`src/rtl/mole_spawner.sv`:
```
// Purpose : picks when the next target LED lights and which one, then issues a
//           one-cycle led_request with led_index to the LED timer controller.
// Latency : first request interval(level)+1 cycles after enable is sampled;
//           period interval(level)+2 while the first pick succeeds.
// Backpres: led_busy vetoes busy candidates; MAX_TRIES busy picks in a row
//           drop the spawn (drop_count) instead of stalling.
//
// Ports:
//   clk, rst            clock, asynchronous active-high reset
//   enable              spawning allowed while high
//   level[1:0]          difficulty; 2'b11 behaves as 2'b10
//   led_busy[NUM_LEDS]  bit i high = LED i currently lit
//   led_index[4:0]      requested LED, meaningful with led_request
//   led_request         single-cycle request pulse
//   spawn_count[7:0]    successful requests, saturating at 255
//   drop_count[7:0]     dropped spawns, saturating at 255
//
// Optional build macro SPAWN_JITTER_EN: when defined, each reload subtracts
// lfsr[2:0]*(interval>>4) so the spawn period varies between ~56% and 100%.

module mole_spawner #(
  parameter int          NUM_LEDS    = 18,
  parameter logic [15:0] LFSR_SEED   = 16'hACE1,
  parameter int unsigned INTERVAL_L0 = 50000000,
  parameter int unsigned INTERVAL_L1 = 25000000,
  parameter int unsigned INTERVAL_L2 = 12500000,
  parameter int          MAX_TRIES   = 8
) (
  input  logic                clk,
  input  logic                rst,
  input  logic                enable,
  input  logic [1:0]          level,
  input  logic [NUM_LEDS-1:0] led_busy,
  output logic [4:0]          led_index,
  output logic                led_request,
  output logic [7:0]          spawn_count,
  output logic [7:0]          drop_count
);

  localparam logic [1:0] S_IDLE  = 2'd0;
  localparam logic [1:0] S_WAIT  = 2'd1;
  localparam logic [1:0] S_PICK  = 2'd2;
  localparam logic [1:0] S_ISSUE = 2'd3;

  localparam int         TW  = $clog2(MAX_TRIES + 1);
  localparam logic [5:0] NL6 = 6'(NUM_LEDS);

  logic [1:0]    state;
  logic [15:0]   lfsr;
  logic [15:0]   lfsr_next;
  logic [31:0]   cnt;
  logic [TW-1:0] tries;
  logic [31:0]   interval;
  logic [31:0]   reload;
  logic [4:0]    cand;
  logic [31:0]   busy_ext;

  // Galois LFSR, x^16+x^14+x^13+x^11+1, shifting right
  assign lfsr_next = {1'b0, lfsr[15:1]} ^ (lfsr[0] ? 16'hB400 : 16'h0000);

  always_comb begin
    case (level)
      2'b00:   interval = 32'(INTERVAL_L0);
      2'b01:   interval = 32'(INTERVAL_L1);
      default: interval = 32'(INTERVAL_L2);
    endcase
`ifdef SPAWN_JITTER_EN
    reload = interval - 32'd1 - (32'(lfsr[2:0]) * (interval >> 4));
`else
    reload = interval - 32'd1;
`endif
  end

  // Fold the 5-bit random value into 0..NUM_LEDS-1 with a single subtract;
  // exact for NUM_LEDS >= 16.
  always_comb begin
    if ({1'b0, lfsr[4:0]} >= NL6) cand = lfsr[4:0] - NL6[4:0];
    else                          cand = lfsr[4:0];
  end

  // Zero-extend so any 5-bit candidate is a legal index
  always_comb begin
    busy_ext = '0;
    busy_ext[NUM_LEDS-1:0] = led_busy;
  end

  assign led_request = (state == S_ISSUE);

  always_ff @(posedge clk or posedge rst) begin
    if (rst) begin
      state       <= S_IDLE;
      lfsr        <= LFSR_SEED;
      cnt         <= '0;
      tries       <= '0;
      led_index   <= '0;
      spawn_count <= '0;
      drop_count  <= '0;
    end else begin
      lfsr <= lfsr_next;
      case (state)
        S_IDLE: begin
          if (enable) begin
            cnt   <= reload;
            state <= S_WAIT;
          end
        end
        S_WAIT: begin
          if (!enable) begin
            state <= S_IDLE;
          end else if (cnt == 32'd0) begin
            tries <= '0;
            state <= S_PICK;
          end else begin
            cnt <= cnt - 32'd1;
          end
        end
        S_PICK: begin
          // tries counts busy candidates seen; the drop is taken on the cycle
          // after the MAX_TRIES-th busy candidate.
          if (!enable) begin
            state <= S_IDLE;
          end else if (tries == TW'(MAX_TRIES)) begin
            if (drop_count != 8'hFF) drop_count <= drop_count + 8'd1;
            cnt   <= reload;
            state <= S_WAIT;
          end else if (!busy_ext[cand]) begin
            led_index <= cand;
            state     <= S_ISSUE;
          end else begin
            tries <= tries + 1'b1;
          end
        end
        S_ISSUE: begin
          // The pulse always completes; enable only decides where we go next
          if (spawn_count != 8'hFF) spawn_count <= spawn_count + 8'd1;
          if (enable) begin
            cnt   <= reload;
            state <= S_WAIT;
          end else begin
            state <= S_IDLE;
          end
        end
        default: state <= S_IDLE;
      endcase
    end
  end

endmodule

```
`config.mk`:
```
export PLATFORM = sky130hd
export DESIGN_NAME = mole_spawner
export DESIGN_NICKNAME = d
export VERILOG_FILES = /design/src/rtl/mole_spawner.sv
export SDC_FILE = /design/constraint.sdc
export NUM_CORES = 1
export LEC_CHECK = 0
export CAP_MARGIN = 0
export CORE_ASPECT_RATIO = 1.2
export CORE_MARGIN = 2
export CORE_UTILIZATION = 60
export DETAILED_ROUTE_END_ITERATION = 10
export DONT_BUFFER_PORTS = 1
export GPL_ROUTABILITY_DRIVEN = 0
export PLACE_DENSITY = 0.8
export SKIP_LAST_GASP = 1
export SLEW_MARGIN = 20
export SYNTH_ARGS = -nofsm -noshare
export SYNTH_HDL_FRONTEND = slang
export SYNTH_SLANG_ARGS = --single-unit
```
`constraint.sdc`:
```
create_clock -name clk -period 3.5 [get_ports clk]
set_input_delay 0 -clock clk [delete_from_list [all_inputs] [get_ports clk]]
set_output_delay 0 -clock clk [all_outputs]
set_load 0.01 [all_outputs]
```
==> results of run 1 <==
==> through the flow <==
stage                     total power (uW)  TNS [ns]  cells  instance area, um^2  setup WS (ns)
after floorplan                       2000         0    438                 4190          0.597
after global placement                2240         0    519                 4300          0.552
after detailed placement              2280         0    519                 4300          0.347
after CTS                             3030         0    539                 4550          0.302
after global routing                  3250   -0.0174    539                 4550        -0.0174
final                                 3030         0    539                 4550          0.242
==> per-layer routing <==
layer / share of wire [%] / wire length (um) / vias to the layer above / global-route usage (%)
li1: - / - / 1630 / -
met1: 43 / 3960 / 1671 / 32.3
met2: 50 / 4660 / 103 / 44.2
met3: 4.5 / 413 / 17 / 4.26
met4: 2.0 / 189 / 0 / 11.2
met5: 0 / 0 / - / 0
==> sequential cells by signal, summed over array words and instances (netlist names) <==
signal and count:
spawn_count 8, lfsr 16, tries 4, led_index 5, state 2, drop_count 8
cnt 32
==> cell type report <==
cell class	instances	area share, %
Multi-Input combinational cell	333	47.8
Sequential cell	75	41.4
Clock buffer	10	2.80
Tap cell	87	2.39
Timing Repair Buffer	13	2.36
Clock inverter	6	1.98
Inverter	15	1.24
==> cell usage in the layout, fill, tap and decap left out, drive strengths merged, types with 4 or more instances in the layout <==
master       synthesis  layout
a21oi               25      25
buf                  6       9
clkbuf               9      10
dfrtp               67      67
dfstp                8       8
dlygate4sd3          0       4
ha                  11      11
inv                 15      15
mux2                 6       6
mux2i                8       8
nand2               42      42
nand2b               7       7
nand3               18      18
nand4                6       6
nor2                29      29
nor3                23      23
nor3b                5       5
nor4                11      11
o211ai               8       8
o21ai               33      33
o22ai                4       4
or2                  5       5
or3                  6       6
or4                  9       9
xnor2               18      18
xor2                10      10
==> where the power goes <==
part	leakage [uW]	total [uW]	switching, uW	internal [uW]
sequential	0.000929	1220	202	1020
clock	0.000106	743	340	403
combinational	0.000774	1070	647	422
==> worst register-to-register path, stage by stage, from the launching register on <==
cell and delay [ns]:
sky130_fd_sc_hd__dfrtp_1 0.46, sky130_fd_sc_hd__inv_1 0.10, sky130_fd_sc_hd__ha_1 0.30, sky130_fd_sc_hd__and2b_1 0.26, sky130_fd_sc_hd__a211oi_2 0.41, sky130_fd_sc_hd__o21ai_0 0.18
sky130_fd_sc_hd__and4_1 0.23, sky130_fd_sc_hd__o41ai_1 0.75, sky130_fd_sc_hd__nand2_1 0.19, sky130_fd_sc_hd__o311ai_1 0.29
==> cells by family after synthesis <==
group / share of synthesized area, %
flops: 45.1
simple gates: 22.6
compound gates: 16.7
mux: 3.53
fa+ha+maj: 3.29
xor+xnor: 5.86
buf+inv: 2.99
==> final timing paths <==
check,start,to
worst max-delay path,lfsr[2],tries[0]
worst min-delay path,enable,state[0]
worst max register to register,lfsr[2],tries[0]
worst min register to register,lfsr[8],lfsr[7]
max in group asynchronous,rst,lfsr[6]
min in group asynchronous,rst,cnt[19]
==> what timing repair did <==
item / 4_1_cts / 5_1_grt
setup endpoints to repair: 0 / 2
endpoints found under the hold margin: 43 / 0
hold buffers: 4 / 0
resized for setup: 0 / 1
==> insert_results.sql, run 1 <==
INSERT INTO impl_metrics (metric_group, metric, value, unit) VALUES
('outcome', 'run_status', 'finished, final reports clean', ''),
('power_and_ir_drop', 'power.ir.vdd_worst', '0.543', 'mV'),
('sta', 'rsz0062_at_grt', 'true', ''),
('critical_path', 'path_delay_family', 'compound AO/OA/AOI/OAI gates', ''),
('clocking', 'clkLatencyLatePin', '0.36', 'ns'),
('detailed_routing', 'detail_route.first_pass.iterations', '5', ''),
('critical_path', 'worst_setup_path_end_kind', 'flop', ''),
('floorplanning', 'floorplan.die_area', '7670', 'um^2'),
('synthesis', 'synth.top_cells.by_count', '67 x sky130_fd_sc_hd__dfrtp_1, 41 x sky130_fd_sc_hd__nand2_1, 29 x sky130_fd_sc_hd__nor2_1, 29 x sky130_fd_sc_hd__o21ai_0, 25 x sky130_fd_sc_hd__a21oi_1', ''),
('synthesis', 'postSynthNetCount', '472', ''),
('critical_path', 'start_kind', 'flop', ''),
('sta', 'relSlewSlack', '31.9', '%'),
('sta', 'post-route-min-period', '3.26', 'ns'),
('synthesis', 'synth_enable_flop_cells', '0', ''),
('sta', 'final_min_period_over_clock_period', '93.1', '%'),
('finish', 'multi_input_comb_area', '2180', 'um^2'),
('place', 'place_hpwl', '6440', 'um'),
('finish', 'antenna_cells_inserted', '0', ''),
('clocking', 'cts.root.buffer_cell', 'sky130_fd_sc_hd__clkbuf_8', ''),
('critical_path', 'timing.critical_path.required', '3.76', 'ns'),
('sta', 'tightestPinTransition', '1.02', 'ns'),
('clocking', 'cts_buffers', '9', ''),
('finish', 'finalCoreUtilization', '66.9', '%'),
('global_route', 'grt_usage', '25.9', '%'),
('power_and_ir_drop', 'leakagePower', '0.00181', 'uW'),
('global_route', 'global_route.overflow_total', '0', ''),
('floorplanning', 'placeableCoreArea', '6810', 'um^2'),
('critical_path', 'critical_path_peak_fanout', '9', ''),
('floorplanning', 'die_h', '95.5', 'um'),
('synthesis', 'yosys-top-cells-area', 'sky130_fd_sc_hd__dfrtp_1 40%, sky130_fd_sc_hd__dfstp_2 5.0%, sky130_fd_sc_hd__xnor2_1 3.8%', ''),
('critical_path', 'path_buf_inv', '1', ''),
('finish', 'final_nets', '481', ''),
('clocking', 'clock_tree.buffer_depth', '2', ''),
('critical_path', 'timing.critical_path.cells', 'inv_1 > ha_1 > and2b_1 > a211oi_2 > o21ai_0 > and4_1 > o41ai_1 > nand2_1 > o311ai_1', ''),
('synthesis', 'mappedNetlistArea', '4190', 'um^2'),
('sta', 'finalSetupViolCount', '0', ''),
('min_path', 'worst_hold_path.num_cells', '3', ''),
('detailed_routing', 'detail_route.drc_violations', '0', ''),
('synthesis', 'yosys.area.top_type', 'sky130_fd_sc_hd__dfrtp_1', ''),
('synthesis', 'syn-instance-count', '438', ''),
('synthesis', 'synth_top_area_share', '40.0', '%'),
('floorplanning', 'floorplan.die.width', '80.3', 'um'),
('detailed_routing', 'mean_number_of_vias_per_cell', '6.35', ''),
('critical_path', 'critical_path_arrival', '3.51', 'ns'),
('finish', 'layout-drive-gt1-share', '12.2', '%'),
('global_route', 'antenna_found_initial', '0', ''),
('clocking', 'cts.sink_count', '75', ''),
('sta', 'timing.hold.ws', '0.0268', 'ns'),
('finish', 'area_delta_synth_final', '8.75', '%'),
('critical_path', 'path_depth', '9', ''),
('synthesis', 'synth_warnings', '0', ''),
('detailed_routing', 'detail_route.iter0.violations', '210', ''),
('floorplanning', 'io_pins', '45', ''),
('place', 'placement.io_buffers', '0', ''),
('synthesis', 'proportion_of_register_bits_with_asynchronous_set_or_reset_after_synthesis', '100', '%'),
('clocking', 'postCtsSetupBuffers', '0', ''),
('synthesis', 'synthDistinctLibCells', '67', ''),
('floorplanning', 'initial_utilization', '61.5', '%'),
('clocking', 'tritoncts', 'done', ''),
('critical_path', 'worst-r2r-setup-slack', '0.24', 'ns'),
('clocking', 'clkSlewWorstSetupHoldPaths', '0.08', 'ns'),
('finish', 'area.sequential', '1890', 'um^2'),
('floorplanning', 'floorplan.rows', '33', ''),
('min_path', 'hold_path.class', 'in2reg', ''),
('synthesis', 'most_used_flip_flop_cell_after_synthesis', 'sky130_fd_sc_hd__dfrtp_1', ''),
('detailed_routing', 'vias_after_detailed_routing', '3421', ''),
('sta', 'slew_viol_final', '0', ''),
('power_and_ir_drop', 'pwr_per_cell_area', '666', 'nW/um^2'),
('synthesis', 'synth_seq_area_share', '45.1', '%'),
('finish', 'fillCellCount', '544', ''),
('synthesis', 'post_synth.cell_area_avg', '9.56', 'um^2');
Note: power is estimated with default switching activity, not from simulation.
==> inputs of run 2 (changes only) <==
==> constraint.sdc (replaced) <==
create_clock -name clk -period 3.4 [get_ports clk]
set_input_delay 0 -clock clk [delete_from_list [all_inputs] [get_ports clk]]
set_output_delay 0 -clock clk [all_outputs]
set_load 0.01 [all_outputs]
==> run 2 against run 1 <==
Register-to-register slack worse by 0.04 ns. Via count is 0.44% higher. First-iteration DRC count is 2.4% lower. Core utilization is 0.86 points higher. Final area increased by 1.3%. Wire length is 2.5% higher. Sequential cell count did not move.
==> insert_results.sql, run 2 (synthesized netlist as in run 1, its figures left out) <==
INSERT INTO impl_metrics (metric_group, metric, value, unit) VALUES
('sta', 'slew_viol_final', '0', ''),
('sta', 'rsz0062_at_grt', 'false', ''),
('detailed_routing', 'vias_after_detailed_routing', '3436', ''),
('finish', 'layout.cells.non_filler', '538', ''),
('finish', 'commonest_cells_after_routing_fill_and_taps_aside', '67 x sky130_fd_sc_hd__dfrtp_1, 41 x sky130_fd_sc_hd__nand2_1, 29 x sky130_fd_sc_hd__nor2_1, 29 x sky130_fd_sc_hd__o21ai_0, 25 x sky130_fd_sc_hd__a21oi_1', ''),
('run', 'max_cap_violations', '0', ''),
('sta', 'relSlewSlack', '31.3', '%'),
('global_route', 'grt_usage', '26.7', '%'),
('finish', 'top_register', 'cnt', ''),
('critical_path', 'critical_path_peak_fanout', '9', ''),
('clocking', 'cts.sink_count', '75', ''),
('critical_path', 'timing.setup.critical_path_class', 'reg2reg', ''),
('detailed_routing', 'detail_route.first_pass.iterations', '4', ''),
('power_and_ir_drop', 'clock_share_of_power', '28.6', '%'),
('clocking', 'cts.root.buffer_cell', 'sky130_fd_sc_hd__clkbuf_8', ''),
('power_and_ir_drop', 'p_seq_share', '38.2', '%'),
('power_and_ir_drop', 'internal-power', '2080', 'uW'),
('global_route', 'grt_start_max_net_pins', '55', ''),
('sta', 'max_freq', '0.313', 'GHz'),
('detailed_routing', 'mean_number_of_vias_per_cell', '6.39', ''),
('clocking', 'postCtsSetupBuffers', '0', ''),
('finish', 'final_common_cell', 'sky130_fd_sc_hd__dfrtp_1', ''),
('clocking', 'cts_buffers', '9', ''),
('floorplanning', 'die_h', '95.5', 'um'),
('finish', 'largest_registers', 'cnt x32, lfsr x16', ''),
('floorplanning', 'io_pins', '45', ''),
('global_route', 'global_route.overflow_total', '0', ''),
('global_route', 'grt_pass1_wl', '15800', 'um'),
('floorplanning', 'placeableCoreArea', '6810', 'um^2'),
('critical_path', 'critical_path_arrival', '3.44', 'ns'),
('floorplanning', 'floorplan.rows', '33', ''),
('finish', 'final_nets', '480', ''),
('finish', 'layout-drive-gt1-share', '12.2', '%'),
('min_path', 'hold_path.class', 'in2reg', ''),
('detailed_routing', 'detail_route.iter0.violations', '205', ''),
('finish', 'area_delta_synth_final', '10.2', '%'),
('sta', 'timing.setup.tns', '0', 'ns'),
('sta', 'finalSetupViolCount', '0', ''),
('detailed_routing', 'detail_route.drc_violations', '0', ''),
('global_route', 'grt_pass1_vias', '3313', ''),
('clocking', 'clkLatencyLatePin', '0.37', 'ns'),
('power_and_ir_drop', 'power.ir.vdd_worst', '0.483', 'mV'),
('power_and_ir_drop', 'share_comb_of_total_power', '33.2', '%'),
('detailed_routing', 'antenna_left', '0', ''),
('sta', 'tightestPinTransition', '1.03', 'ns'),
('power_and_ir_drop', 'pwr_per_cell_area', '715', 'nW/um^2'),
('place', 'placement.io_buffers', '0', ''),
('floorplanning', 'floorplan.die.width', '80.3', 'um'),
('clocking', 'clock_tree.buffer_depth', '2', ''),
('sta', 'finalHoldViolCount', '0', ''),
('critical_path', 'worst_setup_path_end_kind', 'flop', ''),
('sta', 'final_min_period_over_clock_period', '94.0', '%'),
('finish', 'max_ffs_per_register', '32', ''),
('sta', 'finClkSkew', '0.0129', 'ns'),
('clocking', 'clkSlewWorstSetupHoldPaths', '0.08', 'ns'),
('detailed_routing', 'drt_wl_total', '9450', 'um'),
('critical_path', 'timing.critical_path.required', '3.65', 'ns'),
('detailed_routing', 'drt-wirelength-per-cell', '17.6', 'um'),
('outcome', 'run_status', 'finished, final reports clean', ''),
('floorplanning', 'floorplan.die_area', '7670', 'um^2'),
('power_and_ir_drop', 'leakagePower', '0.00184', 'uW'),
('clocking', 'tritoncts', 'done', ''),
('power_and_ir_drop', 'switching_power', '1220', 'uW'),
('clocking', 'ctsHtreeMaxLevel', '3', ''),
('finish', 'antenna_cells_inserted', '0', ''),
('place', 'dp.cells', '518', ''),
('place', 'place_hpwl', '6600', 'um'),
('sta', 'post-route-min-period', '3.20', 'ns'),
('power_and_ir_drop', 'sw_frac_of_total', '37.0', '%'),
('critical_path', 'start_kind', 'flop', ''),
('floorplanning', 'initial_utilization', '61.5', '%'),
('global_route', 'antenna_found_initial', '0', '');
==> run 2: cell count changes in the layout (fill, tap and decap cells not counted), sizes merged <==
cell / before / now
bufinv: 2 / 4
clkbuf: 10 / 12
clkinvlp: 1 / 0
buf: 9 / 8
clkinv: 3 / 0
==> run 2: critical path: stages, from the launching register on <==
cell                        delay [ns]
sky130_fd_sc_hd__dfrtp_1          0.45
sky130_fd_sc_hd__inv_1            0.11
sky130_fd_sc_hd__ha_1             0.35
sky130_fd_sc_hd__and2b_1          0.26
sky130_fd_sc_hd__a211oi_2         0.14
sky130_fd_sc_hd__or2_2            0.33
sky130_fd_sc_hd__a2111oi_1        0.62
sky130_fd_sc_hd__o41a_2           0.35
sky130_fd_sc_hd__nand2b_1         0.15
sky130_fd_sc_hd__mux2_2           0.31
==> run 2: stage by stage <==
| stage | hold slack, ns | utilization, % | setup slack (ns) | total power (uW) | cell area, um^2 |
|---|---|---|---|---|---|
| after floorplan | 0.181 | - | 0.497 | 2060 | 4190 |
| after global placement | -0.0822 | 62.9 | 0.461 | 2300 | 4290 |
| after detailed placement | -0.0831 | 62.9 | 0.204 | 2350 | 4290 |
| after CTS | 0.00455 | 67.6 | 0.162 | 3300 | 4600 |
| after global routing | 0.00881 | 67.7 | 0.0661 | 3510 | 4610 |
| final | 0.0221 | 67.7 | 0.204 | 3300 | 4610 |
==> run 2: metal layers <==
layer / routed length (um) / GRT usage (%) / vias to the layer above
li1: - / - / 1621
met3: 473 / 7.10 / 24
met1: 3990 / 32.3 / 1690
met4: 157 / 9.46 / 0
met2: 4830 / 45.7 / 101
met5: 0 / 0 / -
==> run 2: area by class of cell <==
cell class              instances  area, um^2
clock buffers                  12         155
clock inverters                 4         120
fillers                       546        2200
inverters                      15        56.3
multi-input cells             333        2190
flip-flops and latches         75        1890
well taps                      87         109
repair buffers                 12         100
==> run 2: worst paths after layout <==
check | end | start | depth (start not counted) | slack (ns)
setup / recovery | led_index[3] | lfsr[2] | 9 | 0.20
max in group asynchronous | cnt[10] | rst | 3 | 2.27
hold / removal | state[0] | enable | 3 | 0.02
hold reg to reg | lfsr[8] | lfsr[9] | 0 | 0.35
min in group asynchronous | cnt[24] | rst | 2 | 0.10
setup reg to reg | led_index[3] | lfsr[2] | 9 | 0.20
==> run 2: power by group through the flow <==
| stage | Combinational (uW) | Sequential, uW | Clock, uW |
|---|---|---|---|
| 3_3_place_gp | 1040 | 1260 | 0 |
| 2_1_floorplan | 839 | 1220 | 0 |
| 4_1_cts | 1090 | 1260 | 954 |
| 5_1_grt | 1230 | 1290 | 1000 |
| 6_report | 1100 | 1260 | 942 |
| 3_5_place_dp | 1070 | 1270 | 0 |
==> run 2: timing repair <==
item / CTS / global route
setup endpoints to repair: 0 / 4
endpoints found under the hold margin: 33 / 0
hold buffers: 4 / 0
resized for setup: 0 / 3
==> inputs of run 3 (changes only) <==
--- a/config.mk
+++ b/config.mk
@@ -5,8 +5,8 @@
 export SDC_FILE = /design/constraint.sdc
 export NUM_CORES = 1
 export LEC_CHECK = 0
+export ABC_AREA = 0
 export CAP_MARGIN = 0
-export CORE_ASPECT_RATIO = 1.2
 export CORE_MARGIN = 2
 export CORE_UTILIZATION = 60
 export DETAILED_ROUTE_END_ITERATION = 10
==> constraint.sdc (replaced) <==
create_clock -name clk -period 3.85 [get_ports clk]
set_input_delay 0 -clock clk [delete_from_list [all_inputs] [get_ports clk]]
set_output_delay 0 -clock clk [all_outputs]
set_load 0.01 [all_outputs]
==> run 3 against run 2 <==
Final cell count is 1.7% lower. Sequential share of layout area rose by 1.2 points. Clock power is 41% lower. Critical endpoint is now led_index[4]. Largest cell class unchanged. Largest power group unchanged.
==> insert_results.sql, run 3 (synthesized netlist as in run 1, its figures left out) <==
INSERT INTO impl_metrics (metric_group, metric, value, unit) VALUES
('global_route', 'grt_use_met1', '32.2', '%'),
('clocking', 'cts_buffers', '9', ''),
('floorplanning', 'initial_utilization', '62.0', '%'),
('critical_path', 'path_buf_inv', '1', ''),
('critical_path', 'critical-path-max-stage-delay', '0.59', 'ns'),
('clocking', 'cts.root.buffer_cell', 'sky130_fd_sc_hd__clkbuf_8', ''),
('power_and_ir_drop', 'clock_share_of_power', '21.2', '%'),
('floorplanning', 'placeableCoreArea', '6760', 'um^2'),
('finish', 'fillCellCount', '536', ''),
('sta', 'timing.setup.tns', '0', 'ns'),
('sta', 'post-route-min-period', '3.32', 'ns'),
('global_route', 'globalRouteMet2Util', '39.3', '%'),
('min_path', 'hold_path.class', 'in2reg', ''),
('floorplanning', 'die_h', '87.5', 'um'),
('place', 'placement.io_buffers', '0', ''),
('critical_path', 'critical-path-slowest-cell', 'sky130_fd_sc_hd__a2111oi_0', ''),
('critical_path', 'critical_path_peak_fanout', '13', ''),
('outcome', 'run_status', 'finished, final reports clean', ''),
('global_route', 'globalRoute.busiestLayer', 'met2', ''),
('power_and_ir_drop', 'share_comb_of_total_power', '36.3', '%'),
('run', 'max_cap_violations', '0', ''),
('detailed_routing', 'drt-wirelength-per-cell', '16.2', 'um'),
('critical_path', 'critical_path_arrival', '3.57', 'ns'),
('place', 'place_hpwl', '5930', 'um'),
('finish', 'largest_registers', 'cnt x32, lfsr x16', ''),
('finish', 'commonest_cells_after_routing_fill_and_taps_aside', '67 x sky130_fd_sc_hd__dfrtp_1, 41 x sky130_fd_sc_hd__nand2_1, 29 x sky130_fd_sc_hd__nor2_1, 29 x sky130_fd_sc_hd__o21ai_0, 25 x sky130_fd_sc_hd__a21oi_1', ''),
('global_route', 'antenna_found_initial', '0', ''),
('detailed_routing', 'antenna_left', '0', ''),
('detailed_routing', 'detail_route.first_pass.iterations', '4', ''),
('clocking', 'clock_tree.buffer_depth', '2', ''),
('sta', 'final_min_period_over_clock_period', '86.3', '%'),
('sta', 'final.setup.worst_slack', '0.526', 'ns'),
('finish', 'finalCoreUtilization', '66.4', '%'),
('clocking', 'postCtsSetupBuffers', '0', ''),
('sta', 'finalSetupViolCount', '0', ''),
('global_route', 'grt_usage', '24.4', '%'),
('detailed_routing', 'detail_route.iter0.violations', '232', ''),
('finish', 'layout-drive-gt1-share', '11.8', '%'),
('finish', 'final_common_cell', 'sky130_fd_sc_hd__dfrtp_1', ''),
('floorplanning', 'io_pins', '45', ''),
('sta', 'finalHoldViolCount', '0', ''),
('finish', 'max_ffs_per_register', '32', ''),
('power_and_ir_drop', 'pwr_per_cell_area', '582', 'nW/um^2'),
('sta', 'timing.hold.ws', '0.0229', 'ns'),
('sta', 'slew_viol_final', '0', ''),
('detailed_routing', 'detail_route.drc_violations', '0', ''),
('power_and_ir_drop', 'switching_power', '1070', 'uW'),
('sta', 'rsz0062_at_grt', 'false', ''),
('sta', 'max_freq', '0.301', 'GHz'),
('place', 'placement.setup.worst_slack', '0.592', 'ns'),
('power_and_ir_drop', 'leakagePower', '0.00178', 'uW'),
('floorplanning', 'floorplan.rows', '30', ''),
('finish', 'antenna_cells_inserted', '0', ''),
('sta', 'relSlewSlack', '38.5', '%'),
('detailed_routing', 'vias_after_detailed_routing', '3377', ''),
('clocking', 'clkLatencyLatePin', '0.35', 'ns'),
('global_route', 'grt_start_max_net_pins', '50', ''),
('power_and_ir_drop', 'internal-power', '1540', 'uW'),
('critical_path', 'timing.critical_path.cells', 'inv_1 > ha_1 > and2b_1 > a211oi_2 > a211oi_1 > a2111oi_0 > o41a_2 > nand2b_1 > o41ai_1', ''),
('power_and_ir_drop', 'power.ir.vdd_worst', '0.404', 'mV'),
('finish', 'top_register', 'cnt', ''),
('clocking', 'clkSlewWorstSetupHoldPaths', '0.08', 'ns'),
('detailed_routing', 'drt_wl_total', '8550', 'um'),
('clocking', 'cts.sink_count', '75', ''),
('global_route', 'grt_pass1_wl', '14900', 'um'),
('sta', 'tightestPinTransition', '0.922', 'ns'),
('critical_path', 'timing.critical_path.required', '4.09', 'ns'),
('floorplanning', 'floorplan.die.width', '87.5', 'um'),
('sta', 'finClkSkew', '0.00597', 'ns'),
('finish', 'final_nets', '478', ''),
('floorplanning', 'floorplan.die_area', '7660', 'um^2'),
('clocking', 'ctsHtreeMaxLevel', '3', ''),
('finish', 'area_delta_synth_final', '7.05', '%'),
('critical_path', 'start_kind', 'flop', ''),
('clocking', 'tritoncts', 'done', ''),
('detailed_routing', 'mean_number_of_vias_per_cell', '6.38', ''),
('global_route', 'global_route.overflow_total', '0', ''),
('power_and_ir_drop', 'p_seq_share', '42.5', '%'),
('critical_path', 'timing.setup.critical_path_class', 'reg2reg', ''),
('critical_path', 'worst_setup_path_end_kind', 'flop', ''),
('global_route', 'globalRouteMet3Util', '6.60', '%'),
('global_route', 'grt_pass1_vias', '3251', ''),
('critical_path', 'path_delay_family', 'compound AO/OA/AOI/OAI gates', ''),
('power_and_ir_drop', 'sw_frac_of_total', '41.0', '%');
run 3: changes by cell type in the layout (fill, tap and decap cells not counted):
| cell | delta |
|---|---|
| sky130_fd_sc_hd__a2111oi_0 | +2 |
| sky130_fd_sc_hd__a2111oi_1 | -2 |
| sky130_fd_sc_hd__buf_4 | -2 |
| sky130_fd_sc_hd__bufinv_16 | -4 |
| sky130_fd_sc_hd__clkbuf_1 | -1 |
| sky130_fd_sc_hd__clkbuf_8 | -1 |
| sky130_fd_sc_hd__clkinv_2 | +4 |
| sky130_fd_sc_hd__clkinv_4 | +1 |
| sky130_fd_sc_hd__clkinvlp_4 | +1 |
| sky130_fd_sc_hd__inv_2 | -1 |
| sky130_fd_sc_hd__inv_6 | +1 |
| sky130_fd_sc_hd__o41ai_1 | +1 |
| sky130_fd_sc_hd__o41ai_2 | -1 |
run 3: tightest hold or removal path, cell delays in order:
cell,delay [ns]
sky130_fd_sc_hd__or3_1,0.08
sky130_fd_sc_hd__o211ai_1,0.07
sky130_fd_sc_hd__nor3_1,0.16
run 3: path summary, 6_finish.rpt:
path	start	end	slack, ns	cells past startpoint
hold / removal	enable	state[0]	0.02	3
setup reg to reg	lfsr[1]	led_index[4]	0.53	9
min in group asynchronous	rst	spawn_count[7]	0.25	2
max in group asynchronous	rst	cnt[1]	2.76	3
setup / recovery	lfsr[1]	led_index[4]	0.53	9
hold reg to reg	lfsr[12]	lfsr[11]	0.36	0
run 3: final cells by class:
class	count	area (um^2)	area share, %
clock buffer	10	138	3.07
clock inverter	6	40.0	0.893
inverter	15	57.6	1.28
multi-input combinational	333	2180	48.5
sequential	75	1890	42.1
tap	80	100	2.23
timing repair buffer	10	85.1	1.90
run 3: power by group through the flow:
stage                     logic [uW]  clock network, uW  registers, uW
final                            949                554           1110
after global routing            1070                605           1130
after CTS                        939                564           1100
after detailed placement         926                  0           1120
after global placement           909                  0           1110
after floorplan                  741                  0           1070
run 3: layer usage:
| layer | wire length, um | up-vias |
|---|---|---|
| met4 | 108 | 0 |
| li1 | - | 1610 |
| met3 | 557 | 18 |
| met5 | 0 | - |
| met2 | 4100 | 120 |
| met1 | 3790 | 1629 |
run 3: timing repair:
item                      in CTS  in global routing
hold buffers                   4                  0
resized for setup              0                  0
hold endpoints to repair      49                  0
run 3: stage by stage:
stage               std cells  power [uW]  cell area, um^2
finish                    529        2610             4480
global route              529        2810             4480
CTS                       529        2610             4480
detailed placement        509        2040             4260
global placement          509        2020             4260
floorplan                 438        1820             4190
